## src/rtl/argmax_seq.sv

```systemverilog
`default_nettype none
// ============================================================================
// Module   : argmax_seq
// Purpose  : Captures one float32 result vector per handshake, scans it one
//            element per clock and reports the index/value of the maximum.
// Revision : 1.0 - initial release
// ============================================================================
module argmax_seq #(
    parameter int VLEN = 1
) (
    input  logic                   clk,
    input  logic                   rst,
    input  logic [32*VLEN-1:0]     in_vec,
    input  logic                   in_valid,
    output logic                   in_ready,
    output logic [((VLEN > 1) ? $clog2(VLEN) : 1)-1:0] out_index,
    output logic [31:0]            out_value,
    output logic                   out_all_nan,
    output logic                   out_valid,
    input  logic                   out_ready
);

    localparam int IDX_W = (VLEN > 1) ? $clog2(VLEN) : 1;

    localparam logic [1:0] c_IDLE = 2'd0;
    localparam logic [1:0] c_SCAN = 2'd1;
    localparam logic [1:0] c_DONE = 2'd2;

    localparam logic [IDX_W-1:0] c_LAST = IDX_W'(VLEN - 1);
    localparam logic [IDX_W-1:0] c_ONE  = IDX_W'(1);

    logic [1:0]         r_state_q,    w_state_d;
    logic [32*VLEN-1:0] r_vec_q,      w_vec_d;
    logic [31:0]        r_best_val_q, w_best_val_d;
    logic [IDX_W-1:0]   r_best_idx_q, w_best_idx_d;
    logic [IDX_W-1:0]   r_scan_idx_q, w_scan_idx_d;

    logic [31:0]        w_elems [VLEN];
    logic [31:0]        w_cand;
    logic               w_wins;

    function automatic logic f_is_nan(input logic [31:0] v);
        return (v[30:23] == 8'hFF) && (v[22:0] != 23'd0);
    endfunction

    // Strict "a beats b": NaN never wins, +0/-0 tie, negatives order by
    // inverted magnitude.
    function automatic logic f_beats(input logic [31:0] a, input logic [31:0] b);
        logic r;
        if (f_is_nan(a))                                r = 1'b0;
        else if (f_is_nan(b))                           r = 1'b1;
        else if ((a[30:0] == 31'd0) && (b[30:0] == 31'd0)) r = 1'b0;
        else if (a[31] != b[31])                        r = ~a[31];
        else if (!a[31])                                r = (a[30:0] > b[30:0]);
        else                                            r = (a[30:0] < b[30:0]);
        return r;
    endfunction

    for (genvar gi = 0; gi < VLEN; gi++) begin : g_unpack
        assign w_elems[gi] = r_vec_q[32*gi +: 32];
    end

    if (VLEN == 1) begin : g_single
        assign w_cand = w_elems[0];
    end else begin : g_multi
        assign w_cand = w_elems[r_scan_idx_q];
    end

    assign w_wins = f_beats(w_cand, r_best_val_q);

    always_comb begin
        w_state_d    = r_state_q;
        w_vec_d      = r_vec_q;
        w_best_val_d = r_best_val_q;
        w_best_idx_d = r_best_idx_q;
        w_scan_idx_d = r_scan_idx_q;
        case (r_state_q)
            c_IDLE: begin
                if (in_valid) begin
                    w_vec_d      = in_vec;
                    w_best_val_d = in_vec[31:0];
                    w_best_idx_d = '0;
                    w_scan_idx_d = c_ONE;
                    w_state_d    = (VLEN > 1) ? c_SCAN : c_DONE;
                end
            end
            c_SCAN: begin
                if (w_wins) begin
                    w_best_val_d = w_cand;
                    w_best_idx_d = r_scan_idx_q;
                end
                w_scan_idx_d = r_scan_idx_q + c_ONE;
                if (r_scan_idx_q == c_LAST) begin
                    w_state_d = c_DONE;
                end
            end
            c_DONE: begin
                if (out_ready) begin
                    w_state_d = c_IDLE;
                end
            end
            default: w_state_d = c_IDLE;
        endcase
    end

    always_ff @(posedge clk) begin
        if (rst) begin
            r_state_q    <= c_IDLE;
            r_vec_q      <= '0;
            r_best_val_q <= '0;
            r_best_idx_q <= '0;
            r_scan_idx_q <= '0;
        end else begin
            r_state_q    <= w_state_d;
            r_vec_q      <= w_vec_d;
            r_best_val_q <= w_best_val_d;
            r_best_idx_q <= w_best_idx_d;
            r_scan_idx_q <= w_scan_idx_d;
        end
    end

    // The best value can only remain NaN if every element seen so far was NaN.
    assign in_ready    = (r_state_q == c_IDLE);
    assign out_valid   = (r_state_q == c_DONE);
    assign out_index   = r_best_idx_q;
    assign out_value   = r_best_val_q;
    assign out_all_nan = f_is_nan(r_best_val_q);

endmodule
`default_nettype wire

```

## config.mk

```make
export PLATFORM = sky130hd
export DESIGN_NAME = argmax_seq
export DESIGN_NICKNAME = d
export VERILOG_FILES = /design/src/rtl/argmax_seq.sv
export SDC_FILE = /design/constraint.sdc
export NUM_CORES = 1
export LEC_CHECK = 0
export ABC_AREA = 1
export BUFFER_PORTS_ARGS = -buffer_cell sky130_fd_sc_hd__buf_2
export CAP_MARGIN = 20
export CORE_MARGIN = 2
export CORE_UTILIZATION = 43
export CTS_CLUSTER_SIZE = 14
export DETAILED_ROUTE_END_ITERATION = 10
export PLACE_DENSITY = 0.79
export SYNTH_ARGS = -nofsm -noshare
export SYNTH_HDL_FRONTEND = slang
export SYNTH_SLANG_ARGS = --single-unit
```

## constraint.sdc

```tcl
create_clock -name clk -period 1.3 [get_ports clk]
set_clock_uncertainty 0.05 [all_clocks]
set_input_delay 0.13 -clock clk [delete_from_list [all_inputs] [get_ports clk]]
set_output_delay 0.13 -clock clk [all_outputs]
set_load 0.005 [all_outputs]
```

# [Word level (Yosys, flattened, before mapping)]
# Index checks and enable logic that the tools add are counted.
[totals] ram_bits=0 reg_bits=68 mem_count=0 inputBits=36 latchBits=0 mem_bits_ro=0 wordCells=48
[classes] n_eq_ne=9 add_sub_neg=1 reduce_logical=13 bitwise_logic=1 order_cmp=2 shifts=0 multipliers=0 muxes=17 div=0
[ops] operator="2-to-1 mux 32 bit" n=2
[ops] operator="case mux 32 bit (2 select lines)" n=1
[ops] operator="logical NOT 31 bit" n=2
[ops] operator="nonzero test 23 bit" n=2
[ops] operator="greater-than comparator 31 bit" n=1
[ops] operator="less-than comparator 31 bit" n=1
[ops] operator="== test 8 bit, second input constant" n=2
[ops] operator="2-to-1 mux 1 bit" n=8
[ops] operator="2-to-1 mux 2 bit" n=3
[ops] operator="!= test 2 bit, second input constant" n=3
[ops] operator="case mux 2 bit (3 select lines)" n=1
[ops] operator="AND reduction 3 bit" n=2
[ops] operator="case mux 1 bit (2 select lines)" n=2
[ops] operator="AND reduction 2 bit" n=2
[ops] operator="logical AND 1 bit" n=3
[ops] operator="== test 2 x 1 -> 1 bit, second input constant" n=1
[ops] operator="== test 2 bit, second input constant" n=1
[ops] operator="logical NOT 2 bit" n=1
[ops] operator="!= test 2 x 1 -> 1 bit, second input constant" n=1
[ops] operator="nonzero test 2 bit" n=1
[ops] operator="adder 1 bit, second input constant" n=1
[ops] operator="!= test 1 bit" n=1
[ops] operator="inverter 1 bit" n=1

# [Longest topological paths before layout]
[logic_depth] word_depth=8 mapped_depth=6

# [Least setup slack after synthesis]
# OpenSTA, ideal clock, no wires.
[synth_path] path_kind="register to register" from="register r_state_q[1]" to="register r_best_val_q[0] (netlist: out_value[0])" arrival_ns=0.804 path_buffers=1 t_required_ns=1.118 path_slack_ns=0.314 setup_time_ns=0.132 stages_incl_launch_ff=7 period_less_slack_ns=0.986 path_cell_list="dfxtp_1 inv_2 nand2_4 clkinv_2 buf_6 nand2_1 a21oi_1"
[synth_via] elab_chain_cells=3 elab_cells_between_ends=7 classes_between="eq/ne: 3; mux: 1; reduce/logical: 3"
[synth_lines] item="start: declaration" line_no="32" text="logic [1:0] r_state_q, w_state_d;"
[synth_lines] item="start signal: assignment" line_no="108" text="r_state_q <= c_IDLE;"
[synth_lines] item="start signal: assignment" line_no="114" text="r_state_q <= w_state_d;"
[synth_lines] item="logical NOT 2 bit *"
[synth_lines] item="via in_ready" line_no="15" text="output logic in_ready,"
[synth_lines] item="!= test 2 bit (no source line) or nonzero test 2 bit (tied branches)"
[synth_lines] item="AND reduction 3 bit (no source line)"
[synth_lines] item="end signal: assignment" line_no="116" text="r_best_val_q <= w_best_val_d;"
[synth_lines] item="end: declaration" line_no="34" text="logic [31:0] r_best_val_q, w_best_val_d;"
# Mark *: on every way through the listed nets, which the timed path passes. The rest lies on a longest branch.
# A chain may end at the register's enable or synchronous reset.

# [Worst setup path after layout]
[layout_path] from="register r_best_val_q[16] (netlist: out_value[16])" to="output out_all_nan"
[layout_via] elab_chain_cells=2
[layout_lines] item="nonzero test 23 bit" line_no="43" text="return (v[30:23] == 8'hFF) && (v[22:0] != 23'd0);"
[layout_lines] item="logical AND 1 bit" line_no="43"
[layout_lines] item="end: declaration" line_no="18" text="output logic out_all_nan,"
# Every way passes these cells.

==> impl_metrics.json <==
{
  "grt_pass1_vias": 1341,
  "synthToLayoutAreaGrowth_pct": 58.1,
  "fin_nets": 312,
  "failed_checks": "DRC, setup timing",
  "worstHoldPathCells": 3,
  "drive_gt1_frac": 0.366,
  "drc_errors": 3,
  "grt_pass1_wl_um": 5550,
  "synth_nets": 208,
  "synthesis.yosys.warnings": 0,
  "clock_sink_count": 33,
  "avg_synthesized_cell_area_um2": 7.49,
  "design.portCount": 72,
  "hold_path_startpoint": "in_vec[22]",
  "utilization": 0.726,
  "most_frequent_cells_in_the_layout": "sky130_fd_sc_hd__buf_2, sky130_fd_sc_hd__nand2_1, sky130_fd_sc_hd__a21oi_1",
  "synth_top_cell_area_share": 0.513,
  "synthTopCellsByArea": "sky130_fd_sc_hd__dfxtp_1, sky130_fd_sc_hd__nand2_1, sky130_fd_sc_hd__a21oi_1",
  "ctsRootBufferMaster": "sky130_fd_sc_hd__clkbuf_4",
  "criticalPathCategory": "flip-flop to output port",
  "antenna_found_initial": 0,
  "rr_endpoint": "out_value[19]",
  "startpoint_types": "flip-flop",
  "dieArea_mm2": 0.00345,
  "power.static_leakage_nw": 1.00,
  "yosys_register_bits": 33,
  "maxClockFrequency_mhz": 702,
  "synthDistinctLibCells": 18,
  "cts_tree": "yes",
  "synth.cell_area_mm2": 0.00129,
  "max-cap-violations": 0,
  "number_of_detailed_route_iterations_in_the_first_pass": 7,
  "grt_setup_unrepaired": "true",
  "finalWorstSetupSlack_ps": -124,
  "combinationalPowerShare": 0.197,
  "place.gp.congestion": 0.759,
  "num_vias": 1438,
  "final_common_cell": "sky130_fd_sc_hd__buf_2",
  "worstRegToRegCells": 6,
  "outcome": "complete, but fails checks",
  "timing.hold.worst_endpoint": "out_value[22]",
  "period_minus_slack_ps": 1420,
  "global_routing_met2_resource_utilization": 0.379,
  "grt_most_used_layer": "met2",
  "insertion_delay_ps": 320,
  "maximum_level_of_the_cts_h_tree": 2,
  "switchingPower_w": 0.000541,
  "placeableCoreArea_mm2": 0.00281,
  "worstReg2RegStart": "r_state_q[1]",
  "p_per_area_mw_per_mm2": 1030,
  "clk_pin_slew_ps": 90,
  "grt.met1_usage": 0.232,
  "syn-instance-count": 172,
  "cp_max_fo": 3,
  "hold_viol_final": 0,
  "ir_drop_worst_case_vdd_mv": 0.776,
  "maximum_number_of_pins_on_one_net_before_global_route_repair": 27,
  "die-width_um": 58.7,
  "drt-initial-drc-count": 45,
  "final_min_period_over_clock_period": 1.10,
  "grt_use_met3": 0.0549,
  "sequential_fraction_of_the_synthesis_area": 0.513,
  "tritoncts.num_buffers": 5,
  "std_cell_rows": 19,
  "setup_viol": 1,
  "worst-endpoint-arrival_ps": 1240,
  "worst-r2r-setup-slack_ps": 190,
  "seqPwrFrac": 0.533,
  "dp_hpwl_um": 2230,
  "final-max-slew-violation-count": 0,
  "synth_area_leader_cell": "sky130_fd_sc_hd__dfxtp_1",
  "port_buffers": 70,
  "drt-wirelength-per-cell_um": 11.6,
  "switching_share": 0.258,
  "required_ps": 1120,
  "n_fill_cell": 237,
  "power.total_w": 0.00209,
  "timing.critical_path.to_type": "output port",
  "all_layer_gr_usage": 0.217,
  "ant_nets": 0,
  "post_drt_via_cell_ratio": 4.68,
  "initial_core_util": 0.459,
  "internal_power_w": 0.00155,
  "whs_ps": 3.37,
  "globalRouteOverflowTotal": 0,
  "wirelength_um": 3560,
  "cts-root-to-sink-buffers": 2,
  "hp-class": "primary input to flip-flop",
  "dp_worst_setup_slack_ps": 201,
  "pwr-share-clk": 0.269,
  "chipHeight_um": 58.7,
  "insertedDiodeCount": 0
}
-- final cells by class --
cell class	count	area, um2	area share
Timing Repair Buffer	108	721	0.354
Sequential cell	33	673	0.330
Multi-Input combinational cell	124	533	0.262
Tap cell	31	38.8	0.0190
Clock buffer	7	55.1	0.0270
Inverter	4	16.3	0.00799
-- routing by layer --
metal,wire [um],vias up
met5,0,-
met4,77,0
met1,1510,637
met3,162,9
li1,-,750
met2,1810,42
-- power by group through the flow --
stage / combinational, W / sequential (W) / clock, W
floorplan: 0.000181 / 0.00114 / 0
global placement: 0.000326 / 0.00114 / 0
detailed placement: 0.000329 / 0.00114 / 0
CTS: 0.000408 / 0.00112 / 0.000584
finish: 0.000413 / 0.00112 / 0.000564
global route: 0.000459 / 0.00113 / 0.000628
-- critical path, cell delays in order, from the launching register on --
cell,delay [ps]
sky130_fd_sc_hd__dfxtp_2,330
sky130_fd_sc_hd__nor2_1,90
sky130_fd_sc_hd__nand2_1,60
sky130_fd_sc_hd__nor2_1,120
sky130_fd_sc_hd__nand3_1,110
sky130_fd_sc_hd__nand2_1,80
sky130_fd_sc_hd__inv_1,30
sky130_fd_sc_hd__buf_2,110
-- repair_timing --
action | in CTS | in global routing
hold endpoints to repair | 29 | 0
hold buffers | 29 | 0
pin swaps | 4 | 4
gates resized for setup | 7 | 4
setup buffers | 4 | 0
endpoints found under the setup margin | 1 | 1
-- metrics by stage --
step                      setup TNS [ps]  area [um2]  cells
final                               -124        2040    307
after global routing                -231        2040    307
after CTS                           -133        2030    307
after detailed placement               0        1650    267
after global placement                 0        1650    267
after floorplan                        0        1290    172
-- sequential cells by signal, indices dropped and copies added, names as in the netlist --
register   count
out_value     32
r_state_q      1
-- worst max path at each step --
stage                        from            to  slack [ps]  cells past startpoint
global placement     out_value[6]   out_all_nan         200                      7
global route        out_value[16]   out_all_nan        -230                      7
floorplan            r_state_q[1]  out_value[0]         310                      6
detailed placement   out_value[6]   out_all_nan         200                      7
CTS                 out_value[12]   out_all_nan        -130                      7
finish              out_value[16]   out_all_nan        -120                      7
-- cells by family (layout without fill, tap and decap cells) --
kind of cell,after synthesis,after routing,share of synthesized area
compound gates,33,33,0.134
buf+inv,15,119,0.0757
flops,33,33,0.513
other cells,1,1,0.00291
simple gates,90,90,0.275
-- Yosys cell counts --
library cell and n:
sky130_fd_sc_hd__buf_6 3, sky130_fd_sc_hd__a211oi_2 1, sky130_fd_sc_hd__buf_2 1, sky130_fd_sc_hd__nand3_1 1
sky130_fd_sc_hd__nand2_4 1, sky130_fd_sc_hd__inv_2 1, sky130_fd_sc_hd__a21oi_1 32, sky130_fd_sc_hd__clkbuf_1 2
sky130_fd_sc_hd__clkinv_2 1, sky130_fd_sc_hd__buf_4 4, sky130_fd_sc_hd__nand4_1 2, sky130_fd_sc_hd__inv_1 2
sky130_fd_sc_hd__clkbuf_2 1, sky130_fd_sc_hd__nand2_1 69, sky130_fd_sc_hd__conb_1 1, sky130_fd_sc_hd__nor2_1 16
sky130_fd_sc_hd__or2_2 1, sky130_fd_sc_hd__dfxtp_1 33
(Power assumes the default switching activity.)
